## config.mk

```make
export PLATFORM = sky130hd
export DESIGN_NAME = pipe_ctrl
export DESIGN_NICKNAME = d
export VERILOG_FILES = /design/src/rtl/ctrl_pkg.sv /design/src/rtl/exc_target.sv /design/src/rtl/pipe_ctrl.sv
export SDC_FILE = /design/constraint.sdc
export NUM_CORES = 1
export LEC_CHECK = 0
export CAP_MARGIN = 20
export CELL_PAD_IN_SITES_DETAIL_PLACEMENT = 1
export CELL_PAD_IN_SITES_GLOBAL_PLACEMENT = 1
export CORE_MARGIN = 8
export CORE_UTILIZATION = 50
export CTS_CLUSTER_DIAMETER = 50
export CTS_CLUSTER_SIZE = 8
export DETAILED_ROUTE_END_ITERATION = 8
export DONT_BUFFER_PORTS = 1
export HOLD_SLACK_MARGIN = 0.06
export PLACE_DENSITY = 0.83
export SLEW_MARGIN = 30
export SYNTH_ARGS = -nofsm -noshare
export SYNTH_HDL_FRONTEND = slang
export SYNTH_HIERARCHICAL = 1
export SYNTH_SLANG_ARGS = --single-unit
```

## constraint.sdc

```tcl
create_clock -name clk -period 3.7 [get_ports clk]
set_input_delay 0.555 -clock clk [delete_from_list [all_inputs] [get_ports clk]]
set_output_delay 0.555 -clock clk [all_outputs]
set_load 0.02 [all_outputs]
```

## src/rtl/ctrl_pkg.sv

```systemverilog
// Shared types and constants for the five-stage pipeline controller:
// FSM state encoding and MIPS exception codes as presented by the MEM stage.
package ctrl_pkg;

  typedef enum logic [1:0] {
    RUN      = 2'd0,
    EXC_WAIT = 2'd1,
    REDIRECT = 2'd2
  } pipe_state_t;

  localparam logic [31:0] EXC_INT     = 32'h0000_0001;
  localparam logic [31:0] EXC_SYSCALL = 32'h0000_0008;
  localparam logic [31:0] EXC_OV      = 32'h0000_000C;
  localparam logic [31:0] EXC_ERET    = 32'h0000_000E;

endpackage

```

## src/rtl/exc_target.sv

```systemverilog
// Maps the MEM-stage exception code to the PC the front end must restart from:
// eret returns to EPC, every other exception enters the general vector.
module exc_target
  import ctrl_pkg::*;
#(
  parameter logic [31:0] EXC_VECTOR = 32'hBFC0_0380
) (
  input  logic [31:0] except_type,
  input  logic [31:0] cp0_epc,
  output logic [31:0] target
);

  assign target = (except_type == EXC_ERET) ? cp0_epc : EXC_VECTOR;

endmodule

```

## src/rtl/pipe_ctrl.sv

```systemverilog
// Central stall/flush/redirect controller for the five-stage MIPS pipeline.
// Optional PIPE_CTRL_PERF_EN adds stall_cycles and flush_events counters.
module pipe_ctrl
  import ctrl_pkg::*;
#(
  parameter logic [31:0] RESET_VECTOR = 32'hBFC0_0000,
  parameter logic [31:0] EXC_VECTOR   = 32'hBFC0_0380
) (
  input  logic        clk,
  input  logic        rst,
  input  logic        if_stall_req,
  input  logic        id_stall_req,
  input  logic        ex_stall_req,
  input  logic        mem_stall_req,
  input  logic [31:0] mem_except_type,
  input  logic [31:0] cp0_epc,
  output logic        pc_en,
  output logic        if_id_en,
  output logic        id_ex_en,
  output logic        ex_mem_en,
  output logic        mem_wb_en,
  output logic        if_id_flush,
  output logic        id_ex_flush,
  output logic        ex_mem_flush,
  output logic        mem_wb_flush,
  output logic        redirect,
  output logic [31:0] redirect_pc,
  output logic [1:0]  ctrl_state
`ifdef PIPE_CTRL_PERF_EN
  ,
  output logic [31:0] stall_cycles,
  output logic [31:0] flush_events
`endif
);

  // Both vectors must be word aligned for the fetch unit to use them.
  if ((RESET_VECTOR[1:0] | EXC_VECTOR[1:0]) != 2'b00) begin : g_vec_misaligned
    $error("pipe_ctrl: RESET_VECTOR and EXC_VECTOR must be word aligned");
  end

  pipe_state_t state, next_state;
  logic [31:0] target;
  logic        exc_pending;

  assign exc_pending = (mem_except_type != 32'd0);
  assign ctrl_state  = state;

  exc_target #(
    .EXC_VECTOR(EXC_VECTOR)
  ) u_exc_target (
    .except_type(mem_except_type),
    .cp0_epc    (cp0_epc),
    .target     (target)
  );

  always_ff @(posedge clk or posedge rst) begin
    if (rst) begin
      state       <= RUN;
      redirect_pc <= 32'd0;
    end else begin
      state <= next_state;
      // Target is captured only when the exception is first seen in RUN.
      if (state == RUN && exc_pending)
        redirect_pc <= target;
    end
  end

  always_comb begin
    next_state   = state;
    pc_en        = 1'b1;
    if_id_en     = 1'b1;
    id_ex_en     = 1'b1;
    ex_mem_en    = 1'b1;
    mem_wb_en    = 1'b1;
    if_id_flush  = 1'b0;
    id_ex_flush  = 1'b0;
    ex_mem_flush = 1'b0;
    mem_wb_flush = 1'b0;
    redirect     = 1'b0;
    unique case (state)
      RUN: begin
        if (mem_stall_req) begin
          {pc_en, if_id_en, id_ex_en, ex_mem_en} = 4'b0000;
          mem_wb_flush = 1'b1;
          if (exc_pending) next_state = EXC_WAIT;
        end else if (exc_pending) begin
          {if_id_flush, id_ex_flush, ex_mem_flush, mem_wb_flush} = 4'b1111;
          next_state = REDIRECT;
        end else if (ex_stall_req) begin
          {pc_en, if_id_en, id_ex_en} = 3'b000;
          ex_mem_flush = 1'b1;
        end else if (id_stall_req) begin
          {pc_en, if_id_en} = 2'b00;
          id_ex_flush = 1'b1;
        end else if (if_stall_req) begin
          pc_en       = 1'b0;
          if_id_flush = 1'b1;
        end
      end
      EXC_WAIT: begin
        if (mem_stall_req) begin
          {pc_en, if_id_en, id_ex_en, ex_mem_en} = 4'b0000;
          mem_wb_flush = 1'b1;
        end else begin
          {if_id_flush, id_ex_flush, ex_mem_flush, mem_wb_flush} = 4'b1111;
          next_state = REDIRECT;
        end
      end
      REDIRECT: begin
        // Hold the redirect until any in-flight fetch has drained.
        redirect = 1'b1;
        {if_id_flush, id_ex_flush, ex_mem_flush, mem_wb_flush} = 4'b1111;
        if (!if_stall_req) next_state = RUN;
      end
      default: next_state = RUN;
    endcase
  end

`ifdef PIPE_CTRL_PERF_EN
  always_ff @(posedge clk or posedge rst) begin
    if (rst) begin
      stall_cycles <= 32'd0;
      flush_events <= 32'd0;
    end else begin
      if (state == RUN && !pc_en)
        stall_cycles <= stall_cycles + 32'd1;
      if (state != REDIRECT && next_state == REDIRECT)
        flush_events <= flush_events + 32'd1;
    end
  end
`endif

endmodule

```

==> impl_metrics.json, run 1 <==
{
  "ys_ff_latch": 34,
  "status": "complete, no violations",
  "fp.dieH_microns": 81.49,
  "p_sw_mw": 0.4829,
  "avgSynthCellArea_sq_um": 11.05,
  "max_freq_mhz": 353.7,
  "irDropWorstVdd_mv": 0.6612,
  "area_growth_pct": 1.925,
  "switching_share_pct": 39.51,
  "cp_slowest_cell": "dfrtp_1",
  "rsz0062_at_grt": "no",
  "drive_gt1_share_pct": 24.61,
  "critPathBufInv": 2,
  "crit_path_max_fanout": 9,
  "cp-end-kind": "primary output",
  "period_minus_slack_ns": 2.827,
  "relSlewSlack_pct": 56.60,
  "synth_xor_area_share_pct": 0,
  "grt_max_degree": 34,
  "synth-compound-area-share_pct": 4.842,
  "synth-simple-area-share_pct": 19.25,
  "clock-sinks": 34,
  "setup_viol": 0,
  "routed_via_density": 6.128,
  "track_usage_pct": 17.88,
  "worstSetupPathType": "reg2out",
  "synth_edf_count": 0,
  "dr_wl_met3_microns": 708,
  "cpMostUsedCell": "inv_1",
  "cts_setup_buffers": 0,
  "cts_hold_buf": 0,
  "synth_top_family_by_area": "multiplexers",
  "post-route-period-util_pct": 76.41,
  "drv_slew": 0,
  "htreeDepth": 2,
  "worstSetupPathDepth": 5,
  "yosys.area.top_type": "dfrtp_1",
  "cts_buffers": 5,
  "port_buffers": 0,
  "cap_violations": 0,
  "core_area_sq_um": 4234,
  "p_int_mw": 0.7392,
  "synth_fp_nets": 268,
  "antenna_found_initial": 0,
  "leakage_nw": 0.9550,
  "powerDensity_nw_per_um2": 559.1,
  "cpPeakStageDelay_ns": 0.48,
  "root_buffer": "clkbuf_8",
  "synthAdderAreaFrac_pct": 2.334,
  "overflow": 0,
  "drc": 0,
  "yosysTopAreaCellShare_pct": 39.67,
  "clock_path_buffers": 2,
  "tightest_slew_ns": 0.6441,
  "hold_viol": 0,
  "crit_family": "flip-flops",
  "gp_congestion": 0.8509,
  "yosys-top-cells-area": "dfrtp_1 (40%), mux2_4 (20%), nor3_1 (5.6%)",
  "path_cells": "inv_1 > ha_1 > inv_1 > or3_1 > o22ai_1",
  "insertion_delay_ns": 0.28,
  "dieArea_sq_um": 6641,
  "avgRoutedWirePerCell_microns": 24.59,
  "seq_area_frac_synth_pct": 39.67,
  "cp.arrival_ns": 2.27,
  "nets": 264,
  "postSynthCellCount": 194,
  "cts_tree": "done",
  "dr.pass1.iters": 4,
  "start_util_pct": 50.65,
  "antenna_cells": 0,
  "ant_nets": 0,
  "synth_flop_cell": "dfrtp_1",
  "ctsResizeCount": 0,
  "ys_warn_count": 6,
  "drt_iter0_markers": 50,
  "grt_pass1_wl_microns": 9287,
  "top_layer": "met4",
  "p_comb_share_pct": 39.9,
  "seq_power_share_pct": 33.5,
  "muxShareOfSynthArea_pct": 21.88,
  "rows": 24,
  "dpl.hpwl_microns": 4693,
  "tns_ns": 0,
  "synth.cell_area_sq_um": 2145,
  "wl_met1_microns": 2285,
  "routed_wl_microns": 5975,
  "reg2reg_depth": 5,
  "worstPathRequired_ns": 3.14,
  "synth_cell_types": 31,
  "num_io_pins": 114,
  "fin_skew_ns": 0.007053,
  "synthArstFlopShare_pct": 100.0,
  "power_mw": 1.222,
  "vias": 1489,
  "fp.dieW_microns": 81.49,
  "clk_pin_slew_worst_paths_ns": 0.07,
  "start_kind": "register",
  "hold_class": "in2async",
  "dr_wl_met2_microns": 2825,
  "first_global_vias": 1742,
  "p_clk_share_pct": 26.6
}
power by group through the flow:
stage / Combinational (mW) / Sequential, mW / Clock [mW]
final: 0.487 / 0.410 / 0.325
after global routing: 0.524 / 0.411 / 0.360
after CTS: 0.493 / 0.411 / 0.335
after detailed placement: 0.493 / 0.418 / 0
after global placement: 0.467 / 0.417 / 0
after floorplan: 0.513 / 0.413 / 0
layout by cell type, fill, tap and decap left out:
cell and instances:
nand4_2 1, clkbuf_8 5, nand2_8 1, o211ai_1 1, clkbuf_1 2, nor4b_1 1
dfrtp_1 34, or3_1 13, nor3_1 24, nor4_2 2, nor2b_1 1, mux2_2 3
nand4_1 1, a22oi_1 1, bufinv_16 1, mux2_4 29, nor4b_2 2, conb_1 1
nor4_1 11, o2bb2ai_1 1, or4_1 1, o21ai_0 3, a221oi_1 1, o22ai_1 5
nor2_1 2, ha_1 4, a21oi_1 5, inv_1 27, nand2_1 5, buf_4 3
cell type report:
cell class / instances / area, sq um
clock inverters: 1 / 30.03
flip-flops and latches: 34 / 850.8
inverters: 27 / 101.3
fillers: 455 / 2048
multi-input cells: 119 / 1040
clock buffers: 7 / 76.32
well taps: 52 / 65.06
repair buffers: 3 / 22.52
state kept, by name, summed over array words and instances, names as in the netlist:
signal       count
redirect_pc     32
ctrl_state       2
layer usage:
| metal | vias up | track usage [%] |
|---|---|---|
| li1 | 671 | - |
| met1 | 714 | 19.79 |
| met2 | 91 | 29.59 |
| met3 | 13 | 8.206 |
| met4 | 0 | 6.429 |
| met5 | - | 0 |
worst reg2reg max path, delay by kind of cell, from the launching register on:
kind | cells | cell delay, ns
adders and majority gates | 1 | 0.33
DFF | 1 | 0.50
buffers and inverters | 1 | 0.14
AOI/OAI and AO/OA | 3 | 0.87
cells in the mapped netlist (2+ instances only):
cell type,instances
a21oi_1,5
buf_12,3
buf_2,2
buf_6,6
clkbuf_1,2
dfrtp_1,34
ha_1,4
inv_1,27
mux2_2,3
mux2_4,29
nand2_1,5
nor2_1,2
nor3_1,24
nor4_1,11
nor4_2,2
nor4b_2,2
o21ai_0,3
o22ai_1,5
or3_1,13
worst paths after layout:
check | from | to | slack [ns]
setup / recovery | ctrl_state[1] | if_id_flush | 0.87
setup reg to reg | ctrl_state[1] | ctrl_state[1] | 1.75
max in group asynchronous | rst | redirect_pc[31] | 2.82
hold reg to reg | redirect_pc[17] | redirect_pc[17] | 0.67
hold / removal | rst | redirect_pc[14] | 0.19
min in group clk | mem_stall_req | ctrl_state[0] | 0.48
metrics by stage:
step           std cells  hold slack, ns  area [sq um]  setup WS (ns)  util [%]
3_3_place_gp         235          0.4638          2079          1.062     49.11
3_5_place_dp         235          0.4953          2079          1.010     49.11
2_1_floorplan        194          0.6352          2145          1.263         -
5_1_grt              243          0.2089          2186         0.7198     51.63
6_report             243          0.1891          2186         0.8728     51.63
4_1_cts              243          0.1908          2186         0.8622     51.63
cells by family after synthesis:
logic type               count (synthesis)
AND/OR/NAND/NOR                         65
multiplexers                            32
adder cells (fa/ha/maj)                  4
flip-flops                              34
other                                    1
buffers and inverters                   41
AO/OA/AOI/OAI                           17
No activity file was read; power rests on OpenSTA's default activity.
==> inputs of run 2 (changes only) <==
--- a/config.mk
+++ b/config.mk
@@ -9,13 +9,13 @@
 export CELL_PAD_IN_SITES_DETAIL_PLACEMENT = 1
 export CELL_PAD_IN_SITES_GLOBAL_PLACEMENT = 1
 export CORE_MARGIN = 8
-export CORE_UTILIZATION = 50
+export CORE_UTILIZATION = 46
 export CTS_CLUSTER_DIAMETER = 50
 export CTS_CLUSTER_SIZE = 8
 export DETAILED_ROUTE_END_ITERATION = 8
 export DONT_BUFFER_PORTS = 1
 export HOLD_SLACK_MARGIN = 0.06
-export PLACE_DENSITY = 0.83
+export PLACE_DENSITY = 0.77
 export SLEW_MARGIN = 30
 export SYNTH_ARGS = -nofsm -noshare
 export SYNTH_HDL_FRONTEND = slang
==> constraint.sdc (replaced) <==
create_clock -name clk -period 2.9 [get_ports clk]
set_input_delay 0.435 -clock clk [delete_from_list [all_inputs] [get_ports clk]]
set_output_delay 0.435 -clock clk [all_outputs]
set_load 0.02 [all_outputs]
==> impl_metrics.json, run 2 (synthesis gave the netlist of run 1 again) <==
{
  "status": "complete, no violations",
  "period_minus_slack_ns": 2.687,
  "clock_path_buffers": 2,
  "fin_skew_ns": 0.002638,
  "cts_setup_buffers": 0,
  "dr.pass1.iters": 4,
  "relSlewSlack_pct": 55.72,
  "vias": 1510,
  "antenna_found_initial": 0,
  "dieArea_sq_um": 7103,
  "max_freq_mhz": 372.2,
  "grt_max_degree": 34,
  "cts_tree": "done",
  "rows": 25,
  "first_global_vias": 1818,
  "fp.dieH_microns": 84.28,
  "routed_wl_microns": 5933,
  "cp.arrival_ns": 2.25,
  "drt_iter0_markers": 28,
  "area_growth_pct": 1.342,
  "cts_hold_buf": 0,
  "stdcell_count": 245,
  "worstSetupPathType": "reg2out",
  "irDropWorstVdd_mv": 0.5862,
  "fp.dieW_microns": 84.28,
  "fin_hold_ws_ns": 0.1381,
  "grt_pass1_wl_microns": 9577,
  "routed_via_density": 6.163,
  "largest_reg_flops": 32,
  "cp_slowest_cell": "dfrtp_1",
  "mostFrequentLayoutCells": "dfrtp_1 (34), mux2_4 (29), inv_1 (27)",
  "seq_power_share_pct": 35.0,
  "insertion_delay_ns": 0.27,
  "p_sw_mw": 0.6161,
  "tns_ns": 0,
  "crit_path_start": "ctrl_state[0]",
  "cpMostUsedCell": "inv_1",
  "hold_class": "in2async",
  "track_usage_pct": 16.40,
  "p_int_mw": 0.8773,
  "clock-sinks": 34,
  "start_util_pct": 46.64,
  "p_comb_share_pct": 41.3,
  "clk_pin_slew_worst_paths_ns": 0.07,
  "ctsResizeCount": 0,
  "overflow": 0,
  "hold_viol": 0,
  "start_kind": "register",
  "cts_buffers": 5,
  "rsz0062_at_grt": "no",
  "drc": 0,
  "nFillCells": 516,
  "nets": 264,
  "layout_commonest_cell": "dfrtp_1",
  "top_register": "redirect_pc",
  "path_cells": "inv_1 > ha_1 > inv_1 > or3_1 > o22ai_1",
  "rrSetupSlack_ns": 0.98,
  "drv_slew": 0,
  "layout_setup_ws_ns": 0.2130,
  "htreeDepth": 2,
  "cap_violations": 0,
  "worstPathRequired_ns": 2.47,
  "timing.rr.start": "ctrl_state[0]",
  "leakage_nw": 0.9507,
  "dpl.hpwl_microns": 4752,
  "tightest_slew_ns": 0.6635,
  "drive_gt1_share_pct": 25.13,
  "core_area_sq_um": 4598,
  "cpPeakStageDelay_ns": 0.50,
  "switching_share_pct": 41.26,
  "ant_nets": 0,
  "post-route-period-util_pct": 92.65,
  "gp_congestion": 0.8553,
  "pre_cts_slack_ns": 0.3937,
  "num_io_pins": 114,
  "antenna_cells": 0,
  "avgRoutedWirePerCell_microns": 24.22,
  "setup_viol": 0,
  "dp_cells": 237,
  "critPathBufInv": 2,
  "root_buffer": "clkbuf_8",
  "crit_family": "flip-flops",
  "powerDensity_nw_per_um2": 687.2,
  "crit_path_max_fanout": 9,
  "p_clk_share_pct": 23.6,
  "port_buffers": 0,
  "cp-end-kind": "primary output"
}
run 2: cell types whose count changed in the layout (fill, tap and decap cells not counted):
cell       delta
clkbuf_1      -1
clkbuf_8      +1
bufinv_16     -1
clkinv_2      +1
run 2: stage by stage:
step | util (%) | cell area (sq um) | total power [mW]
final | 47.27 | 2173 | 1.493
after global routing | 47.27 | 2173 | 1.577
after CTS | 47.27 | 2173 | 1.519
after detailed placement | 45.28 | 2082 | 1.164
after global placement | 45.28 | 2082 | 1.127
after floorplan | - | 2145 | 1.182
run 2: path summary, 6_finish.rpt:
check / to / cells past startpoint
setup / recovery: id_ex_flush / 5
hold / removal: redirect_pc[30] / 1
setup reg to reg: redirect_pc[31] / 4
hold reg to reg: redirect_pc[0] / 1
max in group asynchronous: redirect_pc[0] / 2
min in group clk: ctrl_state[0] / 2
run 2: metal layers:
layer / global-route usage (%) / vias up / wire (microns) / part of all wire (%)
met2: 29.67 / 83 / 3146 / 53
met4: 6.436 / 0 / 113 / 1.9
met5: 0 / - / 0 / 0
li1: - / 671 / - / -
met3: 8.228 / 8 / 707 / 12
met1: 15.18 / 748 / 1965 / 33
run 2: layout make-up:
type	instances	area [sq um]	share of cell area (%)
multi-input cells	119	1040	47.84
flip-flops and latches	34	850.8	39.15
inverters	27	101.3	4.663
clock buffers	7	86.33	3.972
well taps	54	67.56	3.109
repair buffers	3	22.52	1.036
clock inverters	1	5.005	0.2303
run 2: power groups by stage:
stage / clock, mW / combinational (mW) / sequential (mW)
after global placement: 0 / 0.596 / 0.532
after detailed placement: 0 / 0.630 / 0.534
final: 0.353 / 0.617 / 0.523
after CTS: 0.364 / 0.630 / 0.524
after floorplan: 0 / 0.655 / 0.527
after global routing: 0.384 / 0.668 / 0.525
